$ cat config.mk
export PLATFORM = sky130hd
export DESIGN_NAME = hdd_req_ctrl
export DESIGN_NICKNAME = d
export VERILOG_FILES = /design/src/rtl/hdd_ctrl_pkg.sv /design/src/rtl/hdd_req_ctrl_ack_edge.sv /design/src/rtl/hdd_req_ctrl.sv
export SDC_FILE = /design/constraint.sdc
export NUM_CORES = 1
export LEC_CHECK = 0
export ABC_AREA = 1
export CORE_MARGIN = 5
export CORE_UTILIZATION = 31
export CTS_CLUSTER_SIZE = 20
export DETAILED_ROUTE_END_ITERATION = 10
export PLACE_DENSITY = 0.89
export SYNTH_ARGS = -nofsm -noshare
export SYNTH_HDL_FRONTEND = slang
export SYNTH_SLANG_ARGS = --single-unit
$ cat constraint.sdc
create_clock -name clk_sys -period 1.8 [get_ports clk_sys]
set_clock_uncertainty 0.2 [all_clocks]
set_input_delay 0.36 -clock clk_sys [delete_from_list [all_inputs] [get_ports clk_sys]]
set_output_delay 0.36 -clock clk_sys [all_outputs]
set_load 0.01 [all_outputs]
$ cat src/rtl/hdd_ctrl_pkg.sv
// Shared types and constants for the Apple II HDD request controller.
package hdd_ctrl_pkg;

    localparam int HDD_TMO_W = 24;

    typedef enum logic [1:0] {
        IDLE,
        REQ,
        XFER,
        DONE
    } hdd_state_t;

endpackage

$ cat src/rtl/hdd_req_ctrl_ack_edge.sv
// ack_edge: registers the HPS acknowledge and flags its rising/falling edges.
module ack_edge
    import hdd_ctrl_pkg::*;
(
    input  logic i_clk,
    input  logic i_rst,
    input  logic i_clr,
    input  logic i_ack,
    output logic o_rise,
    output logic o_fall
);

    logic r_old_ack;

    always_ff @(posedge i_clk or posedge i_rst) begin
        if (i_rst) begin
            r_old_ack <= 1'b0;
        end else if (i_clr) begin
            r_old_ack <= 1'b0;
        end else begin
            r_old_ack <= i_ack;
        end
    end

    assign o_rise = i_ack & ~r_old_ack;
    assign o_fall = ~i_ack & r_old_ack;

endmodule

$ cat src/rtl/hdd_req_ctrl.sv
// HDD card to HPS channel-1 request controller with CPU stall and mount tracking.
// Optional handshake timeout enabled by defining HDD_TIMEOUT_EN.
module hdd_req_ctrl
    import hdd_ctrl_pkg::*;
#(
    parameter logic [HDD_TMO_W-1:0] TIMEOUT_CYC = 24'd14_000_000
) (
    input  logic        clk_sys,
    input  logic        reset,
    input  logic        clr,
    input  logic        hdd_read,
    input  logic        hdd_write,
    input  logic        img_mounted,
    input  logic [63:0] img_size,
    input  logic        img_readonly,
    input  logic        sd_ack,
    output logic        sd_rd,
    output logic        sd_wr,
    output logic        cpu_wait,
    output logic        hdd_mounted,
    output logic        hdd_protect,
    output logic        hdd_error,
    output logic        busy
);

    hdd_state_t r_state, w_state_d;
    logic r_rd_pend, w_rd_pend_d;
    logic r_wr_pend, w_wr_pend_d;
    logic r_sd_rd, w_sd_rd_d;
    logic r_sd_wr, w_sd_wr_d;
    logic r_cpu_wait, w_cpu_wait_d;
    logic r_error, w_error_d;
    logic r_mounted, r_protect;
    logic w_rise, w_fall;
    logic w_rd_req, w_wr_req;

`ifdef HDD_TIMEOUT_EN
    logic [HDD_TMO_W-1:0] r_tmo_cnt, w_tmo_cnt_d;
`endif

    ack_edge u_ack_edge (
        .i_clk  (clk_sys),
        .i_rst  (reset),
        .i_clr  (clr),
        .i_ack  (sd_ack),
        .o_rise (w_rise),
        .o_fall (w_fall)
    );

    // A pulse arriving this cycle is serviced directly without a latch round-trip.
    assign w_rd_req = r_rd_pend | hdd_read;
    assign w_wr_req = r_wr_pend | hdd_write;

    always_comb begin
        w_state_d    = r_state;
        w_rd_pend_d  = w_rd_req;
        w_wr_pend_d  = w_wr_req;
        w_sd_rd_d    = r_sd_rd;
        w_sd_wr_d    = r_sd_wr;
        w_cpu_wait_d = r_cpu_wait;
        w_error_d    = r_error;
`ifdef HDD_TIMEOUT_EN
        w_tmo_cnt_d  = r_tmo_cnt + 24'd1;
`endif
        unique case (r_state)
            IDLE: begin
`ifdef HDD_TIMEOUT_EN
                w_tmo_cnt_d = '0;
`endif
                if (w_rd_req) begin
                    w_rd_pend_d = 1'b0;
                    if (!r_mounted) begin
                        w_error_d = 1'b1;
                    end else begin
                        w_error_d    = 1'b0;
                        w_sd_rd_d    = 1'b1;
                        w_cpu_wait_d = 1'b1;
                        w_state_d    = REQ;
                    end
                end else if (w_wr_req) begin
                    w_wr_pend_d = 1'b0;
                    if (!r_mounted || r_protect) begin
                        w_error_d = 1'b1;
                    end else begin
                        w_error_d    = 1'b0;
                        w_sd_wr_d    = 1'b1;
                        w_cpu_wait_d = 1'b1;
                        w_state_d    = REQ;
                    end
                end
            end
            REQ: begin
                if (w_rise) begin
                    w_sd_rd_d = 1'b0;
                    w_sd_wr_d = 1'b0;
                    w_state_d = XFER;
`ifdef HDD_TIMEOUT_EN
                    w_tmo_cnt_d = '0;
`endif
                end
            end
            XFER: begin
                if (w_fall) begin
                    w_state_d = DONE;
                end
            end
            DONE: begin
                w_cpu_wait_d = 1'b0;
                w_state_d    = IDLE;
            end
            default: begin
                w_state_d = IDLE;
            end
        endcase
`ifdef HDD_TIMEOUT_EN
        // Timeout overrides any handshake progress in the same cycle.
        if ((r_state == REQ || r_state == XFER) && r_tmo_cnt == TIMEOUT_CYC - 24'd1) begin
            w_sd_rd_d    = 1'b0;
            w_sd_wr_d    = 1'b0;
            w_cpu_wait_d = 1'b0;
            w_error_d    = 1'b1;
            w_state_d    = IDLE;
        end
`endif
    end

    always_ff @(posedge clk_sys or posedge reset) begin
        if (reset) begin
            r_state    <= IDLE;
            r_rd_pend  <= 1'b0;
            r_wr_pend  <= 1'b0;
            r_sd_rd    <= 1'b0;
            r_sd_wr    <= 1'b0;
            r_cpu_wait <= 1'b0;
            r_error    <= 1'b0;
        end else if (clr) begin
            r_state    <= IDLE;
            r_rd_pend  <= 1'b0;
            r_wr_pend  <= 1'b0;
            r_sd_rd    <= 1'b0;
            r_sd_wr    <= 1'b0;
            r_cpu_wait <= 1'b0;
            r_error    <= 1'b0;
        end else begin
            r_state    <= w_state_d;
            r_rd_pend  <= w_rd_pend_d;
            r_wr_pend  <= w_wr_pend_d;
            r_sd_rd    <= w_sd_rd_d;
            r_sd_wr    <= w_sd_wr_d;
            r_cpu_wait <= w_cpu_wait_d;
            r_error    <= w_error_d;
        end
    end

`ifdef HDD_TIMEOUT_EN
    always_ff @(posedge clk_sys or posedge reset) begin
        if (reset) begin
            r_tmo_cnt <= '0;
        end else if (clr) begin
            r_tmo_cnt <= '0;
        end else begin
            r_tmo_cnt <= w_tmo_cnt_d;
        end
    end
`endif

    // Mount state survives clr and updates even mid-transfer.
    always_ff @(posedge clk_sys or posedge reset) begin
        if (reset) begin
            r_mounted <= 1'b0;
            r_protect <= 1'b0;
        end else if (img_mounted) begin
            r_mounted <= (img_size != 64'd0);
            r_protect <= img_readonly;
        end
    end

    assign sd_rd       = r_sd_rd;
    assign sd_wr       = r_sd_wr;
    assign cpu_wait    = r_cpu_wait;
    assign hdd_error   = r_error;
    assign hdd_mounted = r_mounted;
    assign hdd_protect = r_protect;
    assign busy        = (r_state != IDLE);

endmodule

# --- Yosys cells after proc, flatten, opt, wreduce, memory -nomap -nowiden ---
# Index checks and enable logic that the tools add are counted.
word_totals:
  register_bits: 11
  in_bits: 72
  out_inout_bits: 7
  elab_cells: 76
classes:
  eq_ne: 13
  n_mux: 33
  bitwise_logic: 6
  reduce_logical: 14
op_table:
  columns: ["op", "n"]
  rows:
  - ["nonzero test 64 bit", 1]
  - ["2-to-1 mux 1 bit", 22]
  - ["!= test 3 bit, second input constant", 5]
  - ["2-to-1 mux 2 bit", 7]
  - ["!= test 4 bit, second input constant", 3]
  - ["AND reduction 5 bit", 2]
  - ["nonzero test 3 bit", 3]
  - ["one-hot mux 2 bit (4 select lines)", 1]
  - ["AND reduction 4 bit", 2]
  - ["!= test 3 x 2 -> 1 bit, second input constant", 2]
  - ["one-hot mux 1 bit (2 select lines)", 3]
  - ["equality test 2 bit, second input constant", 2]
  - ["nonzero test 2 bit", 2]
  - ["AND 1 bit", 2]
  - ["equality test 2 x 1 -> 1 bit, second input constant", 1]
  - ["zero test 2 bit", 1]
  - ["NOT 1 bit", 2]
  - ["bitwise OR 1 bit", 2]
  - ["AND reduction 2 bit", 1]
  - ["zero test 1 bit", 1]
  - ["logical OR 1 bit", 1]

# --- Depth between registers and ports, before layout ---
# Gate-level depths: netlist (run 1).
depth:
  ltp_word: 7
  ltp_mapped: 9
  mapped_depth_nobuf: 9

# --- Modules after synthesis ---
# A second synthesis (run 1) with hierarchy kept.
hier_totals:
  hier_cells: 155
  hier_area_um2: 958.4
by_module_without_submodules:
  columns: ["mod", "n_inst", "cells_each", "area_per_inst_um2", "seq_area_each_um2"]
  rows:
  - ["hdd_req_ctrl", 1, 148, 910.9, 250.2]
  - ["ack_edge", 1, 7, 47.5, 25.0]

# --- Worst setup path before layout (run 1) ---
# No wires, ideal clock.
synth_path:
  path_kind: "register to register"
  start: "register r_state[0]"
  end: "register r_sd_wr, in the netlist sd_wr"
  arrival_time_ns: 1.230
  t_required_ns: 1.479
  path_slack_ns: 0.249
  stages_incl_launch_ff: 10
  period_less_slack_ns: 1.551
  cell_sequence: "dfrtp_1 inv_1 ha_1 inv_1 nand2_1 nand2_1 nor2_1 o21ai_0 nand2_1 nand2_1"
synth_via:
  elab_chain_len: 3
synth_rtl:
  columns: ["item", "line", "rtl"]
  rows:
  - ["from (decl)", "hdd_req_ctrl.sv:26", "hdd_state_t r_state, w_state_d;"]
  - ["from (signal assigned)", "hdd_req_ctrl.sv:145", "r_state <= w_state_d;"]
  - ["equality test 2 x 1 -> 1 bit / zero test 2 bit (equally long branches)", "hdd_req_ctrl.sv:65", "unique case (r_state)"]
  - ["!= test 3 x 2 -> 1 bit (no line), or another cell as far along", null, null]
  - ["AND reduction 5 bit (no line) / 2-to-1 mux 1 bit (equally long branches)", null, null]
  - ["to (signal assigned)", "hdd_req_ctrl.sv:149", "r_sd_wr <= w_sd_wr_d;"]
  - ["to (decl)", "hdd_req_ctrl.sv:30", "logic r_sd_wr, w_sd_wr_d;"]
# Several ways; a longest one is shown, not always the timed one.
# A chain may end at the register's enable or synchronous reset.

# --- Worst setup path after layout (run 1) ---
layout_path:
  start: "register r_error, in the netlist hdd_error"
  end: "output hdd_error"
layout_lines:
  columns: ["item", "line", "rtl"]
  rows:
  - ["from (decl)", "hdd_req_ctrl.sv:32", "logic r_error, w_error_d;"]
  - ["from (signal assigned)", "hdd_req_ctrl.sv:151", "r_error <= w_error_d;"]
  - ["to (decl)", "hdd_req_ctrl.sv:22", "output logic hdd_error,"]
# No word-level cell between the ends.

==> reports/qor.yml, run 1 <==
finish:
  layout-drive-gt1-share_pct: 10.55
  antenna_cells: 0
  multi_input_area_um2: 576.8
  n_fill_cell: 245
  final_nets: 315
  area_delta_synth_final_pct: 102.2
  layout.area.seq_um2: 275.3
grt:
  grt_max_degree: 12
  grtUsageTotal_pct: 15.59
  grt_overflow: 0
  grt_pass1_vias: 1176
  grt_first_pass_wirelength_um: 5133
  grt_antenna_before_repair: 0
worst_setup_path:
  arrival_ns: 1.16
  critPathMaxStageDelay_ns: 0.54
  critPathKind: "reg -> out"
  crit_chain: "clkdlybuf4s50_1"
  cp-start-kind: "flip-flop"
  cpMaxStageDelayCell: "clkdlybuf4s50_1"
  worst-path-buf-inv: 1
  path_max_fanout: 2
  worst_ep_required_time_ns: 1.24
  path_delay_family: "buffers and inverters"
  end_kind: "primary output"
drt:
  wl_per_cell_um: 11.62
  drtPass1Iterations: 4
  routed_via_density: 4.332
  drc_errors: 0
  wl_um: 3113
  ant_nets: 0
  first_iter_violations: 40
  vias: 1161
run_status:
  status: "finished clean"
synthesis:
  avgSynthCellArea_um2: 6.188
  async_flop_share_pct: 100.0
  ys.warnings.count: 0
  synth_edf_count: 0
  post-synth-top-area-fraction_pct: 30.26
  mappedNetlistArea_um2: 909.6
  synth_cells: 147
  synth_top_area_cell: "dfrtp_1"
  synth_seq_cells: 11
  synth_area_leaders: "dfrtp_1 (30%), nor2_1 (21%), nand2_1 (15%)"
  yosys-top-cells-count: "nor2_1 (52), nand2_1 (36), inv_1 (16), dfrtp_1 (11), ha_1 (5)"
  synth_cell_types: 20
  synthFlopType: "dfrtp_1"
  ys_seq_area_share_pct: 30.26
  synth_fp_nets: 224
  yosysMostFrequentCell: "nor2_1"
placed_design:
  place.gp.congestion: 0.8579
  io_buffers: 78
  pre_cts_slack_ns: -0.1207
  place_hpwl_um: 2788
clocking:
  clock_sinks: 11
  cts_root_buf: "clkbuf_4"
  post-cts-setup-buffer-count: 0
  cts_made_buffers: 3
  cts_hold_buf: 0
  htree_num_levels: 1
  cts_tree: "built"
  clk_latency_ns: 0.28
  cts-root-to-sink-buffers: 2
  clk_pin_slew_worst_paths_ns: 0.07
floorplan:
  dieArea_um2: 4118
  placement_rows: 19
  core_area_um2: 2781
  die_h_um: 64.17
  die_w_um: 64.17
  io_pins: 79
  start_util_pct: 32.70
flow_run:
  max_cap_viol_count: 0
sta:
  worst_slack_ns: 0.07887
  relSlewSlack_pct: 70.29
  timing.final.max_slew_violations: 0
  finalSetupViolCount: 0
  clock.fmax_mhz: 581.0
  fin_crit_sh_pct: 95.62
  min_period_ns: 1.721
  worst_slew_pin_slew_ns: 0.4451
  rsz0062_at_grt: "false"
  hold_slack_ns: 0.1773
  hold_viol_final: 0
hold_path:
  worstHoldPathType: "in -> async"
pwr:
  irDropWorstVdd_uv: 712.9
  powerDensity_nw_per_um2: 757.4
  total_leakage_power_uw: 0.0008424
[logic make-up after synthesis]
kind of cell | Yosys count | synth area share [%]
compound gates | 13 | 8.253
buf+inv | 18 | 9.078
simple gates | 99 | 44.29
fa+ha+maj | 5 | 6.878
flops | 11 | 30.26
mux | 1 | 1.238
[repair_timing]
action                                  CTS  global route
endpoints found under the setup margin    1             8
pin swaps                                 0             2
gates resized for setup                   3             9
[per-layer routing]
layer	track usage (%)	vias to the layer above	wire (µm)
met5	0	-	0
met4	4.835	0	48
met3	5.604	6	196
met2	28.64	31	1690
met1	16.44	493	1178
li1	-	631	-
[worst paths after layout]
kind | end | slack (ns) | from | cells past startpoint
setup reg to reg | cpu_wait$_DFFE_PP0P_ | 0.17 | r_state[0]$_DFFE_PP0P_ | 10
min in group clk_sys | sd_wr$_DFFE_PP0P_ | 0.28 | sd_wr$_DFFE_PP0P_ | 2
max in group asynchronous | sd_rd$_DFFE_PP0P_ | 0.92 | reset | 2
hold reg to reg | sd_wr$_DFFE_PP0P_ | 0.28 | sd_wr$_DFFE_PP0P_ | 2
hold / removal | r_state[0]$_DFFE_PP0P_ | 0.18 | reset | 2
setup / recovery | hdd_error | 0.08 | hdd_error$_DFFE_PP0P_ | 1
[report_power, final]
part | switching [µW] | leakage (µW) | internal, µW
sequential | 39.8 | 0.000138 | 321
clock | 91.3 | 0.0000150 | 86.1
combinational | 390 | 0.000689 | 465
total | 521 | 0.000842 | 872
[layout make-up]
type                       count  area share [%]
clock buffer                   4           1.429
sequential                    11           14.97
timing repair buffer          87           46.26
multi-input combinational    118           31.36
tap                           31           2.109
inverter                      17           3.878
[sequential cells by signal, summed over array words and instances (netlist names)]
signal / count
hdd_protect: 1
u_ack_edge.r_old_ack: 1
cpu_wait: 1
hdd_error: 1
r_wr_pend: 1
sd_rd: 1
sd_wr: 1
r_state: 2
hdd_mounted: 1
r_rd_pend: 1
[cells in the final DEF, fill, tap and decap left out, drive strengths merged, types with 4 or more instances in the layout]
cell type      instances
buf                    9
clkbuf                 5
clkdlybuf4s50         74
dfrtp                 11
ha                     5
inv                   17
nand2                 39
nand3                  4
nor2                  54
o21ai                  8
[metrics by stage]
step	utilization [%]	instances	setup TNS (ns)	instance area [µm²]	total power, µW
after global placement	64.19	264	-0.2427	1785	1184
after global routing	66.13	268	0	1839	1524
final	66.13	268	0	1839	1393
after floorplan	-	147	0	909.6	752.2
after CTS	65.14	268	0	1812	1385
after detailed placement	64.19	264	-0.4853	1785	1209
(Power assumes the default switching activity.)
==> run 2, diff against run 1 <==
--- a/config.mk
+++ b/config.mk
@@ -6,11 +6,14 @@
 export NUM_CORES = 1
 export LEC_CHECK = 0
 export ABC_AREA = 1
+export CELL_PAD_IN_SITES_DETAIL_PLACEMENT = 1
+export CELL_PAD_IN_SITES_GLOBAL_PLACEMENT = 2
 export CORE_MARGIN = 5
-export CORE_UTILIZATION = 31
+export CORE_UTILIZATION = 14
 export CTS_CLUSTER_SIZE = 20
 export DETAILED_ROUTE_END_ITERATION = 10
-export PLACE_DENSITY = 0.89
+export PLACE_DENSITY = 0.9
+export SETUP_SLACK_MARGIN = 0.3
 export SYNTH_ARGS = -nofsm -noshare
 export SYNTH_HDL_FRONTEND = slang
 export SYNTH_SLANG_ARGS = --single-unit
==> run 2 against run 1 <==
Against the previous run:
- clock-buffer cell count did not move
- flip-flop and latch count did not move
- maximum frequency rose by 8.4%
- die area rose by 99%
- non-clock buffer count rose by 7
- first-iteration DRC count fell by 43%
- combinational power rose by 33%
- critical path depth rose by 3
- power rose by 26%
- worst hold slack improved by 0.060 ns
- utilization fell by 32 points
- routed wire length rose by 29%
==> reports/qor.yml, run 2 (synthesis gave the netlist of run 1 again) <==
finish:
  layout.area.seq_um2: 275.3
  antenna_cells: 0
  layout.cells.non_filler: 321
  final_nets: 322
  multi_input_area_um2: 671.9
  area_delta_synth_final_pct: 140.7
  fin_area_um2: 2190
  top_register: "r_state"
  mostFrequentLayoutCells: "dlymetal6s2s_1 (47), nor2_1 (43), nand2_1 (33)"
  largest_reg_flops: 2
  n_fill_cell: 769
  layout-drive-gt1-share_pct: 21.72
  final_common_cell: "dlymetal6s2s_1"
placed_design:
  io_buffers: 78
  pre_cts_slack_ns: -0.07405
  placed_cell_area_um2: 1853
  place.gp.congestion: 0.7730
  dp.cells: 311
  place_hpwl_um: 3311
drt:
  routed_via_density: 3.907
  wl_met1_um: 1490
  top_layer: "met4"
  wl_um: 4006
  wl_met3_um: 207
  first_iter_violations: 23
  wl_per_cell_um: 12.48
  ant_nets: 0
  drtPass1Iterations: 4
  wl_met2_um: 2253
  vias: 1254
  drc_errors: 0
hold_path:
  worstHoldPathType: "in -> async"
floorplan:
  start_util_pct: 14.33
  placement_rows: 29
  io_pins: 79
  die_h_um: 90.61
  core_area_um2: 6350
  die_w_um: 90.61
  dieArea_um2: 8209
clocking:
  cts_tree: "built"
  htree_num_levels: 1
  cts-root-to-sink-buffers: 2
  cts_root_buf: "clkbuf_8"
  clk_latency_ns: 0.24
  clk_pin_slew_worst_paths_ns: 0.05
  cts_made_buffers: 3
  cts_hold_buf: 0
  clock_sinks: 11
sta:
  worst_slew_pin_slew_ns: 0.4815
  worst_slack_ns: 0.2128
  rsz0062_at_grt: "true"
  relSlewSlack_pct: 67.87
  fin_crit_sh_pct: 88.18
  hold_slack_ns: 0.2374
  finalSetupViolCount: 0
  hold_viol_final: 0
  timing.final.max_slew_violations: 0
  clock.fmax_mhz: 630.0
  min_period_ns: 1.587
worst_setup_path:
  cp-start-kind: "flip-flop"
  critPathKind: "reg -> out"
  end_kind: "primary output"
  path_max_fanout: 2
  arrival_ns: 1.03
  worst_ep_required_time_ns: 1.24
grt:
  grtUsageTotal_pct: 9.196
  grt_overflow: 0
  grt_pass1_vias: 1312
  grt_max_degree: 12
  grt_antenna_before_repair: 0
  grt_first_pass_wirelength_um: 6168
pwr:
  total_leakage_power_uw: 0.001312
  finalPower_uw: 1753
  irDropWorstVdd_uv: 294.7
  powerDensity_nw_per_um2: 800.7
flow_run:
  max_cap_viol_count: 0
run_status:
  status: "finished clean"
-- run 2: changes by cell type in the layout (fill, tap and decap cells not counted), sizes merged --
| cell | before | now |
|---|---|---|
| buf | 9 | 17 |
| clkdlybuf4s15 | 0 | 3 |
| clkdlybuf4s50 | 74 | 23 |
| dlygate4sd2 | 0 | 3 |
| dlymetal6s2s | 3 | 47 |
-- run 2: worst max-delay path: stages, from the launching register on --
cell and delay [ns]:
dfrtp_1 0.40, inv_2 0.09, ha_4 0.14, inv_2 0.04, buf_6 0.11
-- run 2: metal layers --
metal	track usage, %	up-vias
met5	0	-
met4	3.598	0
met3	1.667	5
met2	17.68	32
met1	9.684	572
li1	-	645
-- run 2: worst paths after layout --
kind	from	endpoint	slack, ns	cells after the start
max	r_state[1]$_DFFE_PP0P_	busy	0.21	4
min	reset	cpu_wait$_DFFE_PP0P_	0.24	2
max reg2reg	r_state[0]$_DFFE_PP0P_	sd_wr$_DFFE_PP0P_	0.21	9
min reg2reg	sd_wr$_DFFE_PP0P_	sd_wr$_DFFE_PP0P_	0.28	2
max in group asynchronous	reset	sd_wr$_DFFE_PP0P_	0.83	2
min in group clk_sys	sd_wr$_DFFE_PP0P_	sd_wr$_DFFE_PP0P_	0.28	2
-- run 2: metrics by stage --
step	setup TNS, ns	util [%]
finish	0	34.48
detailed placement	-0.1975	29.18
global placement	-0.1135	29.18
floorplan	0	-
CTS	0	31.82
global route	0	34.48
-- run 2: final cells by class --
cell class              count  share of cell area, %
multi-input cells         118                  30.69
flip-flops and latches     11                  12.57
well taps                  77                  4.400
clock buffers               4                  2.057
repair buffers             94                  47.03
inverters                  17                  3.257
-- run 2: report_power, final --
group | total (µW) | switching, µW | internal [µW]
clock network | 251 | 95.1 | 156
logic | 1140 | 522 | 615
registers | 365 | 43.4 | 322
-- run 2: what timing repair did --
item | 4_1_cts | 5_1_grt
buffers inserted | 5 | 1
gates resized for setup | 34 | 67
endpoints found under the hold margin | 0 | 0
pin swaps | 11 | 71
endpoints found under the setup margin | 13 | 11
